[src/rtl/fp_add_pkg.sv]
// Constants shared across the FP adder datapath: shift-code values, mantissa
// width and the control FSM encoding used by the normalizer and adder control.
package fp_add_pkg;

  localparam int unsigned MANT_W = 24;

  localparam logic [8:0] VAL2_ZERO = 9'h0ff;
  localparam logic [8:0] VAL2_NORM = 9'h000;
  localparam logic [8:0] VAL2_INC1 = 9'h001;
  localparam int unsigned VAL2_DEC_BIT = 8;

  localparam logic [1:0] ST_IDLE  = 2'd0;
  localparam logic [1:0] ST_SHIFT = 2'd1;
  localparam logic [1:0] ST_DONE  = 2'd2;

endpackage

[src/rtl/norm_shift_enc.sv]
// Normalizes the raw mantissa sum one left-shift per clock and emits the
// shift code consumed by the exponent-adjust stage.
module norm_shift_enc #(
  parameter int unsigned MANT_W = fp_add_pkg::MANT_W,
  parameter int unsigned CNT_W  = 8
) (
  input  logic              clk,
  input  logic              rst,
  input  logic              in_valid,
  output logic              in_ready,
  input  logic [MANT_W:0]   mant_in,
  output logic              out_valid,
  input  logic              out_ready,
  output logic [MANT_W-1:0] mant_out,
  output logic [CNT_W:0]    val2,
  output logic              lost_bit
);
  import fp_add_pkg::*;

  localparam int unsigned VW = CNT_W + 1;

  // The all-ones count is reserved for the zero code, so a real shift must stay below it.
  if ((MANT_W - 1 >= (2 ** CNT_W) - 1) || (VAL2_DEC_BIT != CNT_W)) begin : g_bad_params
    $error("norm_shift_enc: CNT_W too small for MANT_W or code width mismatch");
  end

  logic [1:0]        state_q, state_d;
  logic [MANT_W-1:0] work_q, work_d;
  logic [CNT_W-1:0]  cnt_q, cnt_d;
  logic [MANT_W-1:0] mant_q, mant_d;
  logic [CNT_W:0]    val2_q, val2_d;
  logic              lost_q, lost_d;

  logic [MANT_W-1:0] shifted;
  logic [CNT_W-1:0]  cnt_inc;

  always_comb begin
    state_d = state_q;
    work_d  = work_q;
    cnt_d   = cnt_q;
    mant_d  = mant_q;
    val2_d  = val2_q;
    lost_d  = lost_q;
    shifted = {work_q[MANT_W-2:0], 1'b0};
    cnt_inc = cnt_q + 1'b1;

    case (state_q)
      ST_IDLE: begin
        if (in_valid) begin
          work_d = mant_in[MANT_W-1:0];
          cnt_d  = '0;
          if (mant_in == '0) begin
            state_d = ST_DONE;
            mant_d  = '0;
            val2_d  = VW'(VAL2_ZERO);
            lost_d  = 1'b0;
          end else if (mant_in[MANT_W]) begin
            state_d = ST_DONE;
            mant_d  = mant_in[MANT_W:1];
            val2_d  = VW'(VAL2_INC1);
            lost_d  = mant_in[0];
          end else if (mant_in[MANT_W-1]) begin
            state_d = ST_DONE;
            mant_d  = mant_in[MANT_W-1:0];
            val2_d  = VW'(VAL2_NORM);
            lost_d  = 1'b0;
          end else begin
            state_d = ST_SHIFT;
          end
        end
      end

      ST_SHIFT: begin
        work_d = shifted;
        cnt_d  = cnt_inc;
        // Outputs are only loaded once normalized, so no partial result is visible.
        if (shifted[MANT_W-1]) begin
          state_d = ST_DONE;
          mant_d  = shifted;
          val2_d  = {1'b1, cnt_inc};
          lost_d  = 1'b0;
        end
      end

      ST_DONE: begin
        if (out_ready) begin
          state_d = ST_IDLE;
        end
      end

      default: begin
        state_d = ST_IDLE;
      end
    endcase
  end

  always_ff @(posedge clk or posedge rst) begin
    if (rst) begin
      state_q <= ST_IDLE;
      work_q  <= '0;
      cnt_q   <= '0;
      mant_q  <= '0;
      val2_q  <= '0;
      lost_q  <= 1'b0;
    end else begin
      state_q <= state_d;
      work_q  <= work_d;
      cnt_q   <= cnt_d;
      mant_q  <= mant_d;
      val2_q  <= val2_d;
      lost_q  <= lost_d;
    end
  end

  assign in_ready  = (state_q == ST_IDLE);
  assign out_valid = (state_q == ST_DONE);
  assign mant_out  = mant_q;
  assign val2      = val2_q;
  assign lost_bit  = lost_q;

endmodule

[config.mk]
export PLATFORM = sky130hd
export DESIGN_NAME = norm_shift_enc
export DESIGN_NICKNAME = d
export VERILOG_FILES = /design/src/rtl/fp_add_pkg.sv /design/src/rtl/norm_shift_enc.sv
export SDC_FILE = /design/constraint.sdc
export NUM_CORES = 1
export LEC_CHECK = 0
export BUFFER_PORTS_ARGS = -buffer_cell sky130_fd_sc_hd__clkbuf_2
export CORE_MARGIN = 1.5
export CORE_UTILIZATION = 50
export DETAILED_ROUTE_END_ITERATION = 12
export HOLD_SLACK_MARGIN = 0.03
export PLACE_DENSITY = 0.81
export SLEW_MARGIN = 15
export SYNTH_ARGS = -nofsm -noshare
export SYNTH_HDL_FRONTEND = slang
export SYNTH_SLANG_ARGS = --single-unit
[constraint.sdc]
create_clock -name clk -period 2.12 [get_ports clk]
set_input_delay 0.106 -clock clk [delete_from_list [all_inputs] [get_ports clk]]
set_output_delay 0.106 -clock clk [all_outputs]
set_load 0.05 [all_outputs]
; ---- Yosys cells after proc, flatten, opt, wreduce, memory -nomap -nowiden
; Index checks and enable logic that the tools add are counted.
[word_totals]
inputBits = 29
latchBits = 0
romBits = 0
n_memories = 0
ff_bits = 67
word_cells = 48
ram_bits = 0
out_inout_bits = 36
[op_classes]
n_mux = 29
add_sub_neg = 1
div = 0
shift = 0
bitwise_logic = 0
eq_ne = 6
multipliers = 0
n_lt_le_gt_ge = 0
reduce_logical = 6
[op_table]
columns = op, n
row1 = $mux 24, 5
row2 = $pmux 24 s2, 1
row3 = $pmux 23 s2, 1
row4 = $mux 9, 5
row5 = $logic_not 25->1, 1
row6 = $mux 23, 1
row7 = $pmux 9 s2, 1
row8 = $pmux 8 s2, 1
row9 = $mux 2, 6
row10 = $add 8x1->8 const B, 1
row11 = $mux 8, 1
row12 = $pmux 2 s3, 1
row13 = $mux 1, 5
row14 = $ne 2x2->1 const B, 2
row15 = $ne 4x1->1 const B, 1
row16 = $reduce_and 4->1, 1
row17 = $reduce_and 3->1, 1
row18 = $eq 2x1->1 const B, 1
row19 = $eq 2x2->1 const B, 1
row20 = $logic_not 2->1, 1
row21 = $ne 2x1->1 const B, 1
row22 = $pmux 1 s2, 1
row23 = $reduce_and 2->1, 1
row24 = $reduce_bool 2->1, 1

; ---- Logic depth before layout (Yosys ltp)
; Gate-level depths: netlist of run 1.
[depth]
ltp_word = 5
depth_mapped = 7
ltp_nobuf = 5

; ---- Worst setup path before layout of run 1
; No wires, ideal clock.
[synth_timing]
path_type = register to register
start = reg state_q[0]
end = reg val2_q[3] (netlist: val2[3])
slack_ns = 0.073
n_path_buf = 1
setup_ns = 0.132
period_less_slack_ns = 2.047
required_ns = 1.988
arrival_ns = 1.914
stages_incl_launch_ff = 6
path_cell_list = dfrtp_1 buf_4 nor2_1 nand2_1 a211oi_1 a211oi_2
[synth_between]
elab_chain_cells = 3
word_cells_on_any_way = 8
classes_between = eq/ne (4) / mux (1) / reduce/logical (3)
[synth_lines]
columns = item, line
row1 = start: declaration, norm_shift_enc.sv:27  ; logic [1:0] state_q, state_d;
row2 = start signal: assignment, norm_shift_enc.sv:106  ; state_q <= state_d;
row3 = $logic_not 2->1 *, -
row4 = named net in_ready, norm_shift_enc.sv:10  ; output logic in_ready,
row5 = "$ne 4x1->1 (no source line), or another cell as far along", -
row6 = $reduce_and 4->1 (no source line), -
row7 = end signal: assignment, norm_shift_enc.sv:110  ; val2_q <= val2_d;
row8 = end: declaration, norm_shift_enc.sv:31  ; logic [CNT_W:0] val2_q, val2_d;
; Mark *: on every way through the listed nets, which the timed path passes. The rest lies on a longest branch.
; A chain may end at the register's enable or synchronous reset.

; ---- Final worst setup path of run 1
[layout_timing]
start = in mant_in[8]
end = reg val2_q[2] (netlist: val2[2])
[layout_between]
elab_chain_cells = 4
word_cells_on_any_way = 6
classes_between = eq/ne (1) / mux (3) / reduce/logical (2)
[layout_lines]
columns = item, line
row1 = start: declaration, norm_shift_enc.sv:11  ; input logic [MANT_W:0] mant_in,
row2 = $logic_not 25->1 *, norm_shift_enc.sv:52  ; if (mant_in == '0) begin
row3 = $mux 9, norm_shift_enc.sv:52
row4 = $mux 9, norm_shift_enc.sv:49  ; if (in_valid) begin
row5 = $pmux 9 s2, norm_shift_enc.sv:47  ; case (state_q)
; Every way passes the cells marked *; elsewhere a longest branch is shown, timed or not. The select of a mux whose other input is x is not followed.

==> results of run 1 <==
cell usage after synthesis, types with 2 or more instances:
cell type,n
dfrtp_1,67
nand2_1,65
mux2_2,34
nor2_1,32
nand4_1,28
nand3_1,27
o211ai_1,25
a22oi_1,22
a31oi_1,22
buf_2,22
o21ai_0,14
a211oi_1,10
clkbuf_1,9
buf_4,7
mux2i_1,7
nor4_1,6
buf_6,5
nand3b_1,5
nor3_1,5
a21oi_1,4
inv_1,4
o21a_1,3
a22o_1,2
and4_1,2
nand2b_1,2
nor2b_1,2
xnor2_1,2
path summary, 6_finish.rpt:
path | slack, ps | from | end
min in group asynchronous | 350 | rst | cnt_q[5]
hold / removal | 30 | mant_in[20] | work_q[20]
hold reg to reg | 510 | work_q[0] | work_q[0]
max in group asynchronous | 1460 | rst | mant_out[17]
setup reg to reg | 250 | state_q[0] | state_q[1]
setup / recovery | 140 | mant_in[8] | val2[2]
per-layer routing:
layer / track usage [%] / part of all wire (%) / vias to the layer above / wire, microns
met5: 0 / 0 / - / 0
met1: 37.85 / 43 / 1940 / 4869
met3: 4.472 / 7.6 / 18 / 867
met4: 11.32 / 1.7 / 0 / 196
li1: - / - / 1806 / -
met2: 42.69 / 48 / 198 / 5507
repair_timing:
action,4_1_cts,5_1_grt
endpoints found under the hold margin,71,0
hold buffers,5,0
buffers inserted,0,0
setup endpoints to repair,0,0
where the power goes:
part | leakage (uW) | switching (uW) | total [uW] | internal (uW)
Sequential | 0.000805 | 462 | 2280 | 1810
Combinational | 0.00116 | 2200 | 3140 | 943
Clock | 0.0000971 | 507 | 1050 | 540
Total | 0.00206 | 3170 | 6470 | 3300
kinds of logic after synthesis:
kind of cell / count (synthesis) / share of synthesized area [%]
DFF: 67 / 40.85
xor gates and xnor gates: 3 / 0.6404
muxes: 41 / 11.04
buffers and inverters: 47 / 6.524
and+or+nand+nor: 176 / 20.58
AOI/OAI and AO/OA: 113 / 20.06
adders and majority gates: 1 / 0.3048
flip-flops by register name, indices dropped and copies added (netlist names):
name	count
state_q	2
lost_bit	1
mant_out	24
work_q	23
val2	9
cnt_q	8
worst reg2reg max path, delay by kind of cell (launching register included):
kind,cells,cell delay [ps]
AOI/OAI and AO/OA,2,440
buffers and inverters,2,570
DFF,1,390
and+or+nand+nor,1,370
per-stage QoR:
step	instances	setup slack [ps]	power [uW]	util (%)	hold WS (ps)
2_1_floorplan	448	73.44	4599	-	242.0
3_3_place_gp	598	141.3	5287	57.59	192.2
3_5_place_dp	598	19.56	5388	57.59	197.6
4_1_cts	619	17.24	6434	60.59	30.05
5_1_grt	620	37.62	6821	60.78	47.22
6_report	620	143.2	6468	60.78	32.76
cell type report:
class | instances | share of cell area, %
Clock inverter | 5 | 1.128
Multi-Input combinational cell | 334 | 45.38
Sequential cell | 67 | 35.15
Inverter | 4 | 0.3148
Clock buffer | 11 | 2.754
Timing Repair Buffer | 97 | 12.59
Tap cell | 102 | 2.676
==> qor.yml, run 1 <==
outcome: "finished clean"
clkLatencyLatePin_ps: 350
synth_cell_types: 42
cts_buffers: 9
stdcell_area_sq_mm: 0.004770
hp-class: "in -> reg"
cap_violations: 0
clkTransAtPathRegs_ps: 80
synth-edff-count: 0
cts_tree: "done"
cts.sink_count: 67
critPathKind: "in -> reg"
synth.area.top_cells: "dfrtp_1 41%, mux2_2 9.3%, nand2_1 5.9%"
slew_violations: 0
ys_ff_latch: 67
setup_viol: 0
fp.dieH_microns: 93.60
relSlewSlack_pct: 60.43
rows: 32
wire_per_inst_microns: 18.45
wirelength_mm: 11.44
worstMarginPinSlew_ps: 593.5
ctsResizeCount: 0
vias: 3962
initial_core_util_pct: 52.30
layout.cells.most_common_list: "67 x dfrtp_1, 65 x nand2_1, 64 x clkbuf_2"
powerDensity_mw_per_mm2: 1356
critPathArrivalTime_ps: 2250
yosysSeqAreaShare_pct: 40.85
drc_errors: 0
detail-route-antenna-nets: 0
clockBufferDepth: 2
syn_area_per_cell_sq_um: 9.161
synthCells: 448
cpPeakStageDelay_ps: 580
cts_root_buffer: "clkbuf_8"
n_antenna_cell: 0
cpMostUsedCell: "nand4_1"
synth_top_area_share_pct: 40.85
startpoint_type: "primary input"
drtPass1Iterations: 7
die_area_sq_mm: 0.008760
skew_ps: 12.50
path_depth: 7
min_period_ps: 1977
multiInputGateArea_sq_mm: 0.002165
hpwl_mm: 7.578
leakagePower_uw: 0.002058
finalWeightedCongestion: 0.8092
fillers: 702
overflow: 0
cp_slowest_cell: "and4_1"
setup_tns_ps: 0
critical_path.top_delay_family: "simple AND/OR/NAND/NOR gates"
layout_worst_path_cycle_share_pct: 93.24
die_w_microns: 93.60
worstPathMaxFanout: 10
coreArea_sq_mm: 0.007848
ys_warn_count: 0
hold_path_depth: 3
hold_violations: 0
synthArstFlopShare_pct: 100.0
viasPerCell: 6.390
peakVddDrop_mv: 0.6930
fmax_mhz: 505.9
crit_required_ps: 2400
crit_path_cell_trace: "dlygate4sd3_1 -> clkbuf_2 -> nor4_1 -> and4_1 -> buf_4 -> nand4_1 -> nand4_1"
regArea_sq_mm: 0.001677
cts_max_level: 3
synth_top_cell_by_area: "dfrtp_1"
endpoint_kind: "register"
syn-cell-area_sq_mm: 0.004104
numPortBuffers: 64
dpl_cell_area_sq_mm: 0.004519
layout.nets: 543
rsz0062_at_grt: "false"
track_usage_pct: 27.38
grt_max_degree: 68
syn_nets: 478
syn_to_final_growth_pct: 16.22
drive_above_1_share_pct: 29.34
grt_pass1_vias: 3805
final_common_cell: "dfrtp_1"
rr_worst_depth: 5
num_io_pins: 65
drtIter0Drc: 448
antenna_found_initial: 0
grt_pass1_wl_mm: 18.83
ys.flop_type: "dfrtp_1"
path_buf_inv: 3
(Power assumes the default switching activity.)
==> run 2: changes to the inputs <==
RECOVER_POWER = 50   (was default)
==> qor.yml, run 2 (synthesis gave the netlist of run 1 again) <==
clockBufferDepth: 2  # unchanged
rows: 32  # unchanged
pwr-share-comb_pct: 48.3  # -0.3 points
setup_tns_ps: 0  # unchanged
slew_violations: 67  # +67
cap_violations: 1  # +1
cts_tree: "done"
drc_errors: 0  # unchanged
layout.nets: 543  # unchanged
clkTransAtPathRegs_ps: 80  # about the same
viasPerCell: 6.415  # +0.38%
rrSetupSlack_ps: 230  # -20 ps
cpMostUsedCell: "nand4_1"
hpwl_mm: 7.578  # unchanged
die_area_sq_mm: 0.008760  # unchanged
grt_max_degree: 68  # unchanged
switchingPower_uw: 3158  # -0.34%
relSlewSlack_pct: -0.8989  # -61 points
cp_slowest_cell: "and4_1"
fin_util_pct: 60.30  # -0.48 points
wire_per_inst_microns: 18.38  # -0.41%
layout_worst_path_cycle_share_pct: 92.71  # -0.53 points
layout.cells.non_filler: 620  # unchanged
grt_pass1_wl_mm: 18.83  # unchanged
syn_to_final_growth_pct: 15.30
ctsResizeCount: 0  # unchanged
numPortBuffers: 64  # unchanged
antenna_found_initial: 0  # unchanged
drtIter0Drc: 437  # -2.5%
crit_required_ps: 2400  # about the same
clkPwrFrac_pct: 16.3  # about the same
finalWeightedCongestion: 0.8092  # unchanged
hold_ws_ps: 31.09  # -1.671 ps
leakagePower_uw: 0.001994  # -3.1%
grt_pass1_vias: 3805  # unchanged
worstMarginPinSlew_ps: 1513  # +919.9 ps
cts_buffers: 9  # unchanged
p_int_uw: 3258  # -1.2%
skew_ps: 13.36  # +0.8615 ps
num_io_pins: 65  # unchanged
cpPeakStageDelay_ps: 570  # about the same
fp.dieH_microns: 93.60  # unchanged
peakVddDrop_mv: 0.6890  # -0.58%
outcome: "complete, but fails checks"
track_usage_pct: 27.38  # unchanged
hold_violations: 0  # unchanged
endpoint_kind: "register"
coreArea_sq_mm: 0.007848  # unchanged
powerDensity_mw_per_mm2: 1356  # about the same
min_period_ps: 1965  # -11.31 ps
largest_reg_flops: 24  # unchanged
crit_path_cell_trace: "dlygate4sd3_1 -> clkbuf_2 -> nor4_1 -> and4_1 -> buf_4 -> nand4_1 -> nand4_1"
startpoint_type: "primary input"
cts_max_level: 3  # unchanged
fmax_mhz: 508.8  # +0.58%
initial_core_util_pct: 52.30  # unchanged
violations: "capacitance limit, slew limit"
setup_viol: 0  # unchanged
cts.sink_count: 67  # unchanged
wirelength_mm: 11.39  # -0.41%
hp-class: "in -> reg"
layout.cells.most_common_list: "67 x dfrtp_1, 65 x nand2_1, 46 x clkbuf_2"
p_sw_share_pct: 49.22  # +0.22 points
n_antenna_cell: 0  # unchanged
drtPass1Iterations: 5  # -2
worstPathMaxFanout: 10  # unchanged
critPathArrivalTime_ps: 2240  # about the same
clkLatencyLatePin_ps: 350  # about the same
overflow: 0  # unchanged
final_common_cell: "dfrtp_1"
die_w_microns: 93.60  # unchanged
rsz0062_at_grt: "false"
vias: 3977  # +0.38%
cts_root_buffer: "clkbuf_8"
post-place-cells: 598  # unchanged
seqPwrFrac_pct: 35.4  # +0.2 points
drive_above_1_share_pct: 25.68  # -3.7 points
critPathKind: "in -> reg"
detail-route-antenna-nets: 0  # unchanged
## run 2: cell types whose count changed in the layout (fill, tap and decap cells not counted), sizes merged
cell,before,now
inv,4,3
clkinv,4,5
## run 2: power by group through the flow
stage / Combinational (uW) / Clock, uW / Sequential (uW)
3_3_place_gp: 3030 / 0 / 2260
6_report: 3100 / 1050 / 2270
5_1_grt: 3340 / 1110 / 2340
3_5_place_dp: 3110 / 0 / 2280
2_1_floorplan: 1380 / 0 / 3220
4_1_cts: 3120 / 1050 / 2260
## run 2: area by class of cell
class | count | area, sq um
inverter | 4 | 15.01
timing repair buffer | 97 | 563.0
tap | 102 | 127.6
multi-input combinational | 334 | 2165
fill | 710 | 3115
sequential | 67 | 1677
clock buffer | 11 | 131.4
clock inverter | 5 | 53.80
## run 2: layer usage
layer / vias up / routed length [microns] / GRT usage [%]
met5: - / 0 / 0
met2: 200 / 5501 / 42.69
li1: 1808 / - / -
met3: 25 / 860 / 4.472
met4: 0 / 247 / 11.32
met1: 1944 / 4785 / 37.85
## run 2: path summary, 6_finish.rpt
check | depth (start not counted) | endpoint | start
worst max-delay path | 7 | val2[2] | mant_in[8]
worst min-delay path | 3 | work_q[20] | mant_in[20]
worst max register to register | 5 | state_q[1] | state_q[0]
worst min register to register | 2 | work_q[0] | work_q[0]
max in group asynchronous | 4 | work_q[1] | rst
min in group asynchronous | 4 | cnt_q[5] | rst
## run 2: through the flow
| stage | setup WS (ps) | total power [uW] | area (sq um) |
|---|---|---|---|
| 4_1_cts | 17.24 | 6434 | 4755 |
| 5_1_grt | 37.62 | 6780 | 4732 |
| 2_1_floorplan | 73.44 | 4599 | 4104 |
| 3_5_place_dp | 19.56 | 5388 | 4519 |
| 3_3_place_gp | 141.3 | 5287 | 4519 |
| 6_report | 154.5 | 6416 | 4732 |
## run 2: critical path, delay by kind of cell
| family | cells | cell delay, ps |
|---|---|---|
| AND/OR/NAND/NOR | 4 | 1180 |
| buffers and inverters | 3 | 950 |
## run 2: timing repair
item | 4_1_cts | 5_1_grt
hold buffers | 5 | 0
endpoints found under the hold margin | 71 | 0
setup buffers | 0 | 0
